<file path="config.mk">
export PLATFORM = sky130hd
export DESIGN_NAME = cp0_unit
export DESIGN_NICKNAME = d
export VERILOG_FILES = /design/src/rtl/cp0_pkg.sv /design/src/rtl/cp0_unit.sv
export SDC_FILE = /design/constraint.sdc
export NUM_CORES = 1
export LEC_CHECK = 0
export ABC_AREA = 1
export ABC_CLOCK_PERIOD_IN_PS = 1500
export CORE_AREA = 4 4 78 134
export DETAILED_ROUTE_END_ITERATION = 7
export DIE_AREA = 0 0 82 138
export GPL_ROUTABILITY_DRIVEN = 0
export PLACE_DENSITY = 0.81
export RECOVER_POWER = 50
export REMOVE_ABC_BUFFERS = 1
export SLEW_MARGIN = 30
export SYNTH_ARGS = -nofsm -noshare
export SYNTH_HDL_FRONTEND = slang
export SYNTH_SLANG_ARGS = --single-unit
</file>
<file path="constraint.sdc">
create_clock -name clk -period 1.5 [get_ports clk]
set_input_delay 0.3 -clock clk [delete_from_list [all_inputs] [get_ports clk]]
set_output_delay 0.3 -clock clk [all_outputs]
set_load 0.05 [all_outputs]
</file>
<file path="src/rtl/cp0_pkg.sv">
// Shared CP0 definitions: register numbers, field positions, exception codes and vector.
package cp0_pkg;

    localparam logic [4:0] CP0_SR    = 5'd12;
    localparam logic [4:0] CP0_CAUSE = 5'd13;
    localparam logic [4:0] CP0_EPC   = 5'd14;
    localparam logic [4:0] CP0_PRID  = 5'd15;

    localparam int unsigned SR_IE_BIT   = 0;
    localparam int unsigned SR_EXL_BIT  = 1;
    localparam int unsigned SR_IM_LSB   = 10;
    localparam int unsigned SR_IM_MSB   = 15;

    localparam int unsigned CAUSE_EXC_LSB = 2;
    localparam int unsigned CAUSE_EXC_MSB = 6;
    localparam int unsigned CAUSE_IP_LSB  = 10;
    localparam int unsigned CAUSE_IP_MSB  = 15;
    localparam int unsigned CAUSE_BD_BIT  = 31;

    localparam logic [31:0] EXC_ENTRY = 32'h0000_4180;
    localparam logic [31:0] EPC_MASK  = 32'hFFFF_FFFC;

    typedef enum logic [4:0] {
        EXC_INT     = 5'd0,
        EXC_ADEL    = 5'd4,
        EXC_ADES    = 5'd5,
        EXC_SYSCALL = 5'd8,
        EXC_RI      = 5'd10,
        EXC_OV      = 5'd12
    } exc_code_e;

endpackage

</file>
<file path="src/rtl/cp0_unit.sv">
// Coprocessor 0 at the M stage: SR/Cause/EPC/PRId, interrupt/exception request and eret support.
module cp0_unit
    import cp0_pkg::*;
#(
    parameter logic [31:0] PRID = 32'h4255_4141
) (
    input  logic        clk,
    input  logic        reset,
    input  logic        en,
    input  logic [4:0]  addr,
    input  logic [31:0] wdata,
    input  logic [31:0] M_PC,
    input  logic [4:0]  M_ExcCode,
    input  logic        M_isdb,
    input  logic [5:0]  HWInt,
    input  logic        EXLClr,
    output logic [31:0] rdata,
    output logic [31:0] EPC_out,
    output logic        IntReq
);

    logic [5:0]  sr_im_q, sr_im_d;
    logic        sr_exl_q, sr_exl_d;
    logic        sr_ie_q, sr_ie_d;
    logic        cause_bd_q, cause_bd_d;
    logic [5:0]  cause_ip_q, cause_ip_d;
    logic [4:0]  cause_exc_q, cause_exc_d;
    logic [31:0] epc_q, epc_d;

    logic        int_req;
    logic        exc_req;
    logic [31:0] exc_pc;
    logic [31:0] sr_word;
    logic [31:0] cause_word;

    assign int_req = sr_ie_q & ~sr_exl_q & (|(HWInt & sr_im_q));
    assign exc_req = (M_ExcCode != 5'd0) & ~sr_exl_q;
    assign IntReq  = int_req | exc_req;

    // A delay-slot instruction restarts at its branch so the branch is re-executed.
    assign exc_pc  = M_isdb ? (M_PC - 32'd4) : M_PC;

    assign sr_word    = {16'b0, sr_im_q, 8'b0, sr_exl_q, sr_ie_q};
    assign cause_word = {cause_bd_q, 15'b0, cause_ip_q, 3'b0, cause_exc_q, 2'b0};
    assign EPC_out    = epc_q;

    always_comb begin
        unique case (addr)
            CP0_SR:    rdata = sr_word;
            CP0_CAUSE: rdata = cause_word;
            CP0_EPC:   rdata = epc_q;
            CP0_PRID:  rdata = PRID;
            default:   rdata = 32'b0;
        endcase
    end

    always_comb begin
        sr_im_d     = sr_im_q;
        sr_exl_d    = sr_exl_q;
        sr_ie_d     = sr_ie_q;
        cause_bd_d  = cause_bd_q;
        cause_ip_d  = HWInt;
        cause_exc_d = cause_exc_q;
        epc_d       = epc_q;

        if (IntReq) begin
            // Interrupt beats a simultaneous exception; any mtc0/eret this cycle is dropped.
            cause_exc_d = int_req ? EXC_INT : M_ExcCode;
            cause_bd_d  = M_isdb;
            epc_d       = exc_pc & EPC_MASK;
            sr_exl_d    = 1'b1;
        end else begin
            if (en && (addr == CP0_SR)) begin
                sr_im_d  = wdata[SR_IM_MSB:SR_IM_LSB];
                sr_exl_d = wdata[SR_EXL_BIT];
                sr_ie_d  = wdata[SR_IE_BIT];
            end
            if (en && (addr == CP0_EPC)) begin
                epc_d = wdata & EPC_MASK;
            end
            if (EXLClr) begin
                sr_exl_d = 1'b0;
            end
        end
    end

    always_ff @(posedge clk) begin
        if (reset) begin
            sr_im_q     <= 6'b0;
            sr_exl_q    <= 1'b0;
            sr_ie_q     <= 1'b0;
            cause_bd_q  <= 1'b0;
            cause_ip_q  <= 6'b0;
            cause_exc_q <= 5'b0;
            epc_q       <= 32'b0;
        end else begin
            sr_im_q     <= sr_im_d;
            sr_exl_q    <= sr_exl_d;
            sr_ie_q     <= sr_ie_d;
            cause_bd_q  <= cause_bd_d;
            cause_ip_q  <= cause_ip_d;
            cause_exc_q <= cause_exc_d;
            epc_q       <= epc_d;
        end
    end

endmodule

</file>
* Word-level counts from Yosys, hierarchy flattened *
Index checks and enable logic that the tools add are counted.

storage, ports and cells
  output and inout bits = 65
  bits in registers = 50
  input port bits = 85
  logic and storage cells = 34

cells by class
  bitwise operators = 7
  eq/ne operators = 4
  reduce and logical (&&, ||, !) cells = 7
  $add $sub $neg = 1
  multiplexer cells = 8

operators with widths
  operator                 number
  $pmux W32 S4             1
  $mux W32                 3
  $sub A32 B3 Y32 const B  1
  $eq A5 B4 Y1 const B     4
  $and A6 B6 Y6            1
  $reduce_or A6 Y1         1
  $mux W5                  1
  $reduce_bool A5 Y1       1
  $and A1 B1 Y1            3
  $mux W1                  3
  $reduce_bool A3 Y1       1
  $logic_and A1 B1 Y1      2
  $not A1 Y1               2
  $reduce_and A2 Y1        1
  $reduce_bool A2 Y1       1
  $or A1 B1 Y1             1

* Depth between registers and ports, before layout *
  word-level depth = 6
  mapped depth = 12

* Worst setup path after synthesis *
OpenSTA, ideal clock, no wires.

  kind = input to output
  start point = in addr[3]
  end point = out rdata[2]
  slack = -0.686 ns
  buffers on the path = 0
  arrival time = 1.886 ns
  cell stages on the path = 6
  required time = 1.200 ns
  path through = nand2_2 -> nor2_4 -> nand2_4 -> nor2_8 -> inv_1 -> o21ai_0

on the way
  cells in the longest elaborated chain, start to end = 2

RTL lines
  element           RTL line        text
  start, declared   cp0_unit.sv:10  input logic [4:0] addr,
  $eq A5 B4 Y1      cp0_unit.sv:48  unique case (addr)
  $pmux W32 S4 (*)  cp0_unit.sv:48
  end, declared     cp0_unit.sv:17  output logic [31:0] rdata,

Mark *: on every way between the ends. The rest lies on a longest branch, timed or not.

* Final worst setup path *
  start point = in addr[2]
  end point = reg sr_im_q[4]

on the way
  cells in the longest elaborated chain, start to end = 3

RTL lines
  element                             RTL line        text
  $eq A5 B4 Y1                        cp0_unit.sv:73  if (en && (addr == CP0_SR)) begin
  $logic_and A1 B1 Y1                 cp0_unit.sv:73
  $reduce_and A2 Y1 (no source line)  --
  end signal, assigned                cp0_unit.sv:97  sr_im_q <= sr_im_d;
  end, declared                       cp0_unit.sv:22  logic [5:0] sr_im_q, sr_im_d;

No other way between the ends.
A chain may end at the register's enable or synchronous reset.

==> metrics.md <==
| Metric | Value |
|---|---|
| TritonCTS clock tree | yes |
| Required @ worst endpoint | 1690 ps |
| Row Count | 47 |
| Clock-pin slew on the worst setup and hold paths | approximately 80 ps |
| CTS sink cnt | 50 |
| Area grow syn2layout | 121% |
| Outcome | finished, violations left |
| Dpl cell area | roughly 6500 um^2 |
| Share of layout cells above drive strength 1 | 51.5% |
| Share of the synthesized area in the top cell type | a little over a quarter |
| Number of global-route vias before repair | 6125 |
| Yosys top cell by area | dfxtp_1 |
| DP HPWL | 12.2 mm |
| Worst rel slew slack | 45.2% |
| Setup Viol. Count Final | 76 |
| Initial cell density of the core | between 30% and 40% |
| GRT Total Usage | 36.9% |
| Arr. time, crit path | around 2300 ps |
| Post-route minimum period | between 2000 and 2500 ps |
| Yosys reg bits | 50 |
| Avg Cell Area, Syn | between 6 and 7 um^2 |
| Netlist Area Pre-Place | approximately 3600 um^2 |
| Unrepaired setup endpoints after global routing | yes |
| Root buf cell | clkbuf_16 |
| Pwr Density | about 660 nW/um^2 |
| CP Max Fanout | 7 |
| Fin crit share | 142% |
| Residual DRC | 0 |
| Top cells by count, synth | nand2_1 (164), nor2_1 (89), inv_1 (78) |
| EDFF count, synth | 0 |
| Die ar. | ~11000 um^2 |
| Fmax | between 400 and 500 MHz |
| Hold crit path type | in2reg |
| Die Width | 82 um |
| Leak pwr | about 3.7 nW |
| Global-route wire length before repair | approximately 32 mm |
| Mapped Cells | roughly 600 |
| CP startpoint kind | input port |
| Sequential area share after synthesis | roughly 27% |
| Violated checks | negative setup slack |
| Synth Warn # | 0 |
| Main synth FF type | dfxtp_1 |
| Vias per Instance | 6.58 |
| Total grt overflow | 0 |
| Drt wl/cell | about 30 um |
| Core ar. | roughly 9400 um^2 |
| Post-synth cell types | 43 |
| Top post-synthesis cells by area | dfxtp_1 (27%), nand2_1 (17%), nor2_1 (9.2%) |
| Die Y | 138 um |
| Final WL | between 20 and 30 mm |
| Nets | about 940 |
| Peak supply drop | approximately 0.68 mV |
| Max-cap violations | 0 |
| Num CTS Buffers | 5 |
| Largest net degree at the start of global routing | 35 |
| CP endpoint kind | flop |
| H-tree depth | 2 |
| First-pass detailed-route iteration total | 6 |
| Routed Antenna Nets | 0 |
| Max Root-Sink Buffers | 2 |
| Top-level I/O count | 150 |
| Asr flop ratio synth | 0% |
| Max-slew violations | 0 |
| Crit Path Category | in2reg |
| Final hold vios | 0 |
| DR iter-0 viols | ~1000 |
| Most frequent cell after synthesis | nand2_1 |
| Post-route cell area | ~8100 um^2 |
| Worst Tran Pin Value | 822 ps |
| Initial antenna violation count | 3 |
| Clock Skew | about 11 ps |
| I/O Buffers | ~150 |
| Clock Latency Late Sink | about 340 ps |
| Min setup slack post-route | -625 ps |
| Worst hold margin | between 300 and 400 ps |
| DR vias | 6461 |
[logic make-up after synthesis]
family	after synthesis	synth area share, %
buffers and inverters	107	13.9
other	1	0.103
XOR/XNOR	14	3.37
AO/OA/AOI/OAI	98	16.7
flip-flops	50	27.5
AND/OR/NAND/NOR	318	38.1
adder cells (fa/ha/maj)	1	0.343
[layout by cell type, fill, tap and decap left out, types with 15 or more instances in the layout]
cell / netlist / layout
nand2_2: 8 / 41
nor2_2: 4 / 21
nor2_1: 89 / 49
clkdlybuf4s50_1: 0 / 44
nand2_4: 3 / 31
buf_4: 6 / 86
nor2_4: 3 / 27
buf_12: 0 / 56
o21ai_1: 14 / 15
o21ai_2: 3 / 19
a21oi_2: 9 / 31
nand2_1: 164 / 103
inv_1: 78 / 67
buf_6: 5 / 32
dfxtp_1: 50 / 46
dlygate4sd2_1: 0 / 30
nand3_1: 30 / 15
[flip-flops by register name, indices dropped and copies added, names as in the netlist]
name	count
cause_exc_q	5
sr_ie_q	1
cause_ip_q	6
cause_bd_q	1
sr_im_q	6
EPC_out	30
sr_exl_q	1
[power breakdown]
group          internal (mW)  switching, mW  leakage, nW
Sequential              1.43          0.131        0.416
Combinational          0.984           1.39         3.25
Clock                  0.676          0.686       0.0771
[final cells by class]
class                           count  area (um^2)
Tap cell                          122          153
Timing Repair inverter              1         8.76
Fill cell                         395         1360
Multi-Input combinational cell    435         3170
Sequential cell                    50         1010
Clock inverter                      2         17.5
Antenna cell                        3         7.51
Inverter                           83          345
Timing Repair Buffer              280         3210
Clock buffer                        6          139
[worst paths after layout]
kind | start | endpoint | slack, ps | cells past startpoint
setup / recovery | addr[2] | sr_im_q[4]$_SDFFE_PP0P_ | -620 | 12
hold / removal | HWInt[1] | cause_ip_q[1]$_SDFF_PP0_ | 370 | 3
setup reg to reg | sr_im_q[3]$_SDFFE_PP0P_ | sr_im_q[4]$_SDFFE_PP0P_ | -620 | 11
hold reg to reg | cause_exc_q[3]$_SDFFE_PP0N_ | cause_exc_q[3]$_SDFFE_PP0N_ | 510 | 2
[metal layers]
metal / track usage, % / vias to the layer above / wire (um)
met5: 0 / - / 73
met4: 36.4 / 6 / 3940
met3: 9.96 / 375 / 4150
met2: 59.2 / 823 / 12700
met1: 35.9 / 2870 / 8440
li1: - / 2387 / -
[critical path, cell delays in order]
cell       delay [ps]
buf_8              90
buf_4             110
buf_6             100
nand4_4           170
clkbuf_16         230
buf_4             160
nor2_4            170
buf_12            140
nand3_4           170
nand2_2           140
o21ai_2           130
nor2_1            390
[what timing repair did]
item,4_1_cts,5_1_grt
setup endpoints to repair,77,77
setup buffers,28,16
resized for setup,239,179
pin swaps,67,46
hold buffers,0,0
cloned,4,2
hold endpoints to repair,0,0
[per-stage QoR]
stage                     worst slack [ps]  power [mW]  util (%)  cells  TNS, ps
after floorplan                       -823        2.24         -    566   -40240
after global placement                -630        3.23      68.7    927   -38390
after detailed placement              -690        3.27      68.7    927   -43550
after CTS                             -254        4.69      79.9    965    -6370
after global routing                  -728        5.36      85.6    981   -22860
final                                 -625        5.29      85.6    982   -20590
Power figures use the tool's default switching activity.
